===== src/rtl/store_queue_ctrl.sv =====
// store_queue_ctrl
//   Store-path controller between the execute stage and the data-memory
//   write port. Incoming stores are aligned at acceptance (lane-replicated
//   data plus byte strobes), legal ones are queued in a DEPTH-entry FIFO and
//   then issued to memory one at a time through a registered req/ack port.
//   Misaligned or illegal-size stores are consumed, flagged with a one-cycle
//   error pulse and never reach memory.
//
// Ports
//   clk, rst_n          clock (rising edge), asynchronous active-low reset
//   st_valid/st_ready   store request handshake (st_ready = FIFO not full)
//   st_addr/st_data     byte address and unaligned rs2 value
//   st_size             funct3[1:0]: 00 byte, 01 half, 10 word, 11 illegal
//   mem_req/mem_ack     memory write handshake
//   mem_addr            word-aligned write address
//   mem_wdata/mem_wstrb lane-replicated write data and byte enables
//   misalign_err        one-cycle pulse after a rejected store is consumed
//   err_addr            full address of the most recent rejected store
//   empty               nothing queued and no write outstanding (fence)
module store_queue_ctrl #(
    parameter int DEPTH = 2,
    parameter int AW    = 32
) (
    input  logic          clk,
    input  logic          rst_n,
    input  logic          st_valid,
    output logic          st_ready,
    input  logic [AW-1:0] st_addr,
    input  logic [31:0]   st_data,
    input  logic [1:0]    st_size,
    output logic          mem_req,
    input  logic          mem_ack,
    output logic [AW-1:0] mem_addr,
    output logic [31:0]   mem_wdata,
    output logic [3:0]    mem_wstrb,
    output logic          misalign_err,
    output logic [AW-1:0] err_addr,
    output logic          empty
);

    localparam int PW = (DEPTH > 1) ? $clog2(DEPTH) : 1;
    localparam int CW = $clog2(DEPTH + 1);

    typedef enum logic {
        IDLE = 1'b0,
        BUSY = 1'b1
    } state_t;

    typedef struct packed {
        logic        err;
        logic [3:0]  wstrb;
        logic [31:0] wdata;
    } align_t;

    // Lane alignment and legality for one store.
    function automatic align_t align_store(input logic [1:0]  size,
                                           input logic [1:0]  lo,
                                           input logic [31:0] data);
        align_t r;
        r.err   = 1'b0;
        r.wstrb = 4'b0000;
        r.wdata = data;
        case (size)
            2'b00: begin
                r.wdata = {4{data[7:0]}};
                r.wstrb = 4'b0001 << lo;
            end
            2'b01: begin
                r.wdata = {2{data[15:0]}};
                r.wstrb = lo[1] ? 4'b1100 : 4'b0011;
                r.err   = lo[0];
            end
            2'b10: begin
                r.wstrb = 4'b1111;
                r.err   = (lo != 2'b00);
            end
            default: begin
                r.err = 1'b1;
            end
        endcase
        return r;
    endfunction

    // FIFO storage: data only, never reset.
    logic [AW-1:0] fifo_addr_q  [DEPTH];
    logic [31:0]   fifo_wdata_q [DEPTH];
    logic [3:0]    fifo_wstrb_q [DEPTH];

    state_t        state_q, state_d;
    logic          mem_req_q, mem_req_d;
    logic [AW-1:0] mem_addr_q, mem_addr_d;
    logic [31:0]   mem_wdata_q, mem_wdata_d;
    logic [3:0]    mem_wstrb_q, mem_wstrb_d;
    logic          misalign_err_q, misalign_err_d;
    logic [AW-1:0] err_addr_q, err_addr_d;
    logic [PW-1:0] wr_ptr_q, wr_ptr_d;
    logic [PW-1:0] rd_ptr_q, rd_ptr_d;
    logic [CW-1:0] count_q, count_d;

    logic          fifo_full;
    logic          fifo_empty;
    logic          accept;
    logic          push;
    logic          pop;
    logic          reject;
    align_t        al;
    logic [AW-1:0] st_addr_word;

    assign fifo_full    = (count_q == CW'(DEPTH));
    assign fifo_empty   = (count_q == '0);
    assign st_ready     = !fifo_full;
    assign accept       = st_valid && st_ready;
    assign al           = align_store(st_size, st_addr[1:0], st_data);
    assign push         = accept && !al.err;
    assign reject       = accept && al.err;
    assign st_addr_word = {st_addr[AW-1:2], 2'b00};

    // Issue FSM: pops the FIFO head into the output registers.
    always_comb begin
        state_d     = state_q;
        mem_req_d   = mem_req_q;
        mem_addr_d  = mem_addr_q;
        mem_wdata_d = mem_wdata_q;
        mem_wstrb_d = mem_wstrb_q;
        pop         = 1'b0;
        case (state_q)
            IDLE: begin
                if (!fifo_empty) begin
                    pop         = 1'b1;
                    mem_req_d   = 1'b1;
                    mem_addr_d  = fifo_addr_q[rd_ptr_q];
                    mem_wdata_d = fifo_wdata_q[rd_ptr_q];
                    mem_wstrb_d = fifo_wstrb_q[rd_ptr_q];
                    state_d     = BUSY;
                end
            end
            BUSY: begin
                if (mem_ack) begin
                    if (!fifo_empty) begin
                        pop         = 1'b1;
                        mem_addr_d  = fifo_addr_q[rd_ptr_q];
                        mem_wdata_d = fifo_wdata_q[rd_ptr_q];
                        mem_wstrb_d = fifo_wstrb_q[rd_ptr_q];
                    end else begin
                        mem_req_d   = 1'b0;
                        mem_wstrb_d = 4'b0000;
                        state_d     = IDLE;
                    end
                end
            end
            default: begin
                state_d = IDLE;
            end
        endcase
    end

    // Queue bookkeeping and error capture.
    always_comb begin
        wr_ptr_d       = push ? wr_ptr_q + PW'(1) : wr_ptr_q;
        rd_ptr_d       = pop ? rd_ptr_q + PW'(1) : rd_ptr_q;
        count_d        = count_q;
        if (push && !pop) begin
            count_d = count_q + CW'(1);
        end else if (!push && pop) begin
            count_d = count_q - CW'(1);
        end
        misalign_err_d = reject;
        err_addr_d     = reject ? st_addr : err_addr_q;
    end

    always_ff @(posedge clk or negedge rst_n) begin
        if (!rst_n) begin
            state_q        <= IDLE;
            mem_req_q      <= 1'b0;
            mem_addr_q     <= '0;
            mem_wdata_q    <= '0;
            mem_wstrb_q    <= '0;
            misalign_err_q <= 1'b0;
            err_addr_q     <= '0;
            wr_ptr_q       <= '0;
            rd_ptr_q       <= '0;
            count_q        <= '0;
        end else begin
            state_q        <= state_d;
            mem_req_q      <= mem_req_d;
            mem_addr_q     <= mem_addr_d;
            mem_wdata_q    <= mem_wdata_d;
            mem_wstrb_q    <= mem_wstrb_d;
            misalign_err_q <= misalign_err_d;
            err_addr_q     <= err_addr_d;
            wr_ptr_q       <= wr_ptr_d;
            rd_ptr_q       <= rd_ptr_d;
            count_q        <= count_d;
        end
    end

    always_ff @(posedge clk) begin
        if (push) begin
            fifo_addr_q[wr_ptr_q]  <= st_addr_word;
            fifo_wdata_q[wr_ptr_q] <= al.wdata;
            fifo_wstrb_q[wr_ptr_q] <= al.wstrb;
        end
    end

    assign mem_req      = mem_req_q;
    assign mem_addr     = mem_addr_q;
    assign mem_wdata    = mem_wdata_q;
    assign mem_wstrb    = mem_wstrb_q;
    assign misalign_err = misalign_err_q;
    assign err_addr     = err_addr_q;
    assign empty        = fifo_empty && (state_q == IDLE);

endmodule


===== config.mk =====
export PLATFORM = sky130hd
export DESIGN_NAME = store_queue_ctrl
export DESIGN_NICKNAME = d
export VERILOG_FILES = /design/src/rtl/store_queue_ctrl.sv
export SDC_FILE = /design/constraint.sdc
export NUM_CORES = 1
export LEC_CHECK = 0
export CORE_UTILIZATION = 54
export CTS_CLUSTER_DIAMETER = 100
export DETAILED_ROUTE_END_ITERATION = 10
export GPL_TIMING_DRIVEN = 0
export PLACE_DENSITY = 0.82
export SLEW_MARGIN = 0
export SYNTH_ARGS = -nofsm -noshare
export SYNTH_HDL_FRONTEND = slang
export SYNTH_SLANG_ARGS = --single-unit

===== constraint.sdc =====
create_clock -name clk -period 10.1 [get_ports clk]
set_clock_uncertainty 0.15 [all_clocks]
set_input_delay 2.02 -clock clk [delete_from_list [all_inputs] [get_ports clk]]
set_output_delay 2.02 -clock clk [all_outputs]
set_load 0.02 [all_outputs]

==> results.md <==
- Mean Syn Cell Area: 18.0 um^2
- Nets: 780
- Pleak: 0.00457 uW
- Placed cells: 902
- Worst Setup End Kind: flop
- Tightest Pin Transition: 811 ps
- Slew Limit Fails: 0
- Drt first pass iters: 4
- GPL Wtd Cong: 0.886
- Startpoint types: input pin
- PostCTS Resize Cnt: 0
- H-tree levels: 1
- Max VDD drop: 0.209 mV
- Synth top area cells: edfxtp_1, dfrtp_1, mux2_2
- Number of max-cap violations: 0
- DIE AREA: 17500 um^2
- Die Y: 132 um
- Yosys top cell area share: 0.433
- First DRT Iteration DRCs: 225
- # setup viols final: 0
- Area Growth Syn to Fin: 32.4%
- First-pass GRT wire length: 31100 um
- # IOs: 174
- RSZ-0062 raised after global routing: no
- CP Class: input pin to flop
- WL per Instance: 20.7 um
- Buf/Inv on CP: 3
- Final Critical Period: 4420 ps
- Final Non-Filler Cells: 946
- FILL cells: 1023
- CP Max Fanout: 25
- Post-CTS Hold Buffers: 0
- Worst path slowest cell: nor2_4
- Post-route ant nets: 0
- Commonest non-fill, non-tap cell in the layout: clkdlybuf4s50_1
- Clk slew on worst S/H paths: 60 ps
- Skew-Pair Late Insertion Delay: 500 ps
- Max-Slew Margin vs Limit: 0.458
- YS warnings: 0
- Period utilization: 0.437
- Core Footprint: 16600 um^2
- CP Cell Sequence: clkdlybuf4s50_1, a21oi_1, o211ai_1, nor2_4, buf_12, buf_16
- CTS Buf Count: 24
- Register area share after synthesis: 0.720
- Residual DRC count: 0
- Cell variety after synth: 24
- Vias per std cell: 5.37
- Hold Path Class: flop to flop
- HPWL after DPL: 13600 um
- Vias in the first global route: 5648
- Number of synthesized register bits: 237
- Arrival time at the worst endpoint: 4470 ps
- Sum Neg Setup Slack: 0 ps
- Pwr Density: 312 nW/um^2
- Row count: 47
- Crit-path leading delay family: buffers and inverters
- Critical path's largest stage delay: 720 ps
- IO buf count: 169
- CTS Root Cell: clkbuf_16
- Initial antenna violation count: 0
- Status: finished clean
- Clock Path Buffers: 3
- Overflow after GRT: 0
- Largest net degree at the start of global routing: 68
- Routed Wire Length: 19600 um
- Synth Cell Area: 9150 um^2
- Synth area leader: edfxtp_1
- Diodes inserted: 0
- Layout cell share with drive strength beyond 1: 0.288
- Detailed-route via count: 5082
- Fmax achieved: 226 MHz
- Die extent in x: 132 um
- Cells after Synth: 507
- Post-CTS Setup Bufs: 0
- Tot GR Track Use: 0.232
- CTS tree: built
- Initial Utilization: 0.552
- Hold Fails Final Rpt: 0
- Clk sink count: 237
- Req. time, crit path: 10160 ps
- Most frequent cells in the layout: clkdlybuf4s50_1, mux2_2, edfxtp_1
-- report_power, final --
group	internal [uW]	switching, uW	total [uW]	leakage, uW
registers	1310	138	1450	0.00244
logic	722	678	1400	0.00171
clock network	573	355	927	0.000422
-- synthesized netlist by cell type, drive strengths merged --
| master | number |
|---|---|
| buf | 17 |
| clkbuf | 8 |
| mux2 | 176 |
| nor2b | 2 |
| mux2i | 10 |
| conb | 1 |
| ha | 2 |
| xor2 | 2 |
| a21oi | 6 |
| nor4b | 1 |
| o211ai | 1 |
| inv | 6 |
| edfxtp | 132 |
| xnor2 | 3 |
| a22o | 5 |
| nor3 | 1 |
| dfrtp | 105 |
| o21ai | 11 |
| nand2b | 3 |
| nor2 | 5 |
| nand2 | 10 |
-- layer usage --
layer / part of all wire / vias up / global-route usage
li1: - / 2287 / -
met1: 0.40 / 2579 / 0.290
met2: 0.52 / 166 / 0.407
met3: 0.051 / 50 / 0.0384
met4: 0.035 / 0 / 0.0926
met5: 0 / - / 0
-- sequential cells by signal, summed over array words and instances (netlist names) --
name,cells
count_q,2
err_addr,32
fifo_addr_q,60
fifo_wdata_q,64
fifo_wstrb_q,8
mem_addr,30
mem_req,1
mem_wdata,32
mem_wstrb,4
misalign_err,1
rd_ptr_q,1
state_q,1
wr_ptr_q,1
-- logic make-up (layout without fill, tap and decap cells) --
group,count (synthesis),in the layout,share of synthesized area
other cells,1,2,0.000410
buf+inv,31,249,0.0160
flops,237,237,0.720
compound gates,23,23,0.0149
mux,186,186,0.228
fa+ha+maj,2,2,0.00273
simple gates,22,22,0.0133
xor+xnor,5,5,0.00479
-- through the flow --
step                      worst slack, ps  utilization  hold WS, ps  total power [uW]  instance area (um^2)
after floorplan                      4000            -          318              2220                  9150
after global placement               1720        0.671          317              2810                 11100
after detailed placement             5220        0.679          326              2870                 11300
after CTS                            5660        0.730          340              3820                 12100
after global routing                 5550        0.730          352              3940                 12100
final                                5680        0.730          337              3780                 12100
-- worst register-to-register path: stages (launching register included) --
cell and delay (ps):
dfrtp_1 410, nor2b_1 190, inv_1 100, o211ai_1 270
nor2_4 720, buf_12 300, buf_16 200
-- layout make-up --
type | count | area (um^2) | share of cell area
buffer | 25 | 124 | 0.0102
clock buffer | 33 | 716 | 0.0591
clock inverter | 11 | 139 | 0.0115
inverter | 6 | 22.5 | 0.00186
multi-input combinational | 240 | 2430 | 0.201
sequential | 237 | 6590 | 0.544
tap | 220 | 275 | 0.0227
timing repair buffer | 174 | 1810 | 0.150
-- final timing paths --
kind | startpoint | endpoint | slack (ps) | depth (start not counted)
max | st_addr[0] | fifo_wdata_q[0][2]$_DFFE_PP_ | 5680 | 6
min | err_addr[22]$_DFFE_PN0P_ | err_addr[22]$_DFFE_PN0P_ | 340 | 1
max reg2reg | count_q[1]$_DFFE_PN0P_ | fifo_wdata_q[0][2]$_DFFE_PP_ | 7440 | 6
min reg2reg | err_addr[22]$_DFFE_PN0P_ | err_addr[22]$_DFFE_PN0P_ | 340 | 1
max in group asynchronous | rst_n | mem_wdata[8]$_DFFE_PN0P_ | 7720 | 2
min in group asynchronous | rst_n | mem_addr[9]$_DFFE_PN0P_ | 1350 | 1
Note: power is estimated with default switching activity, not from simulation.
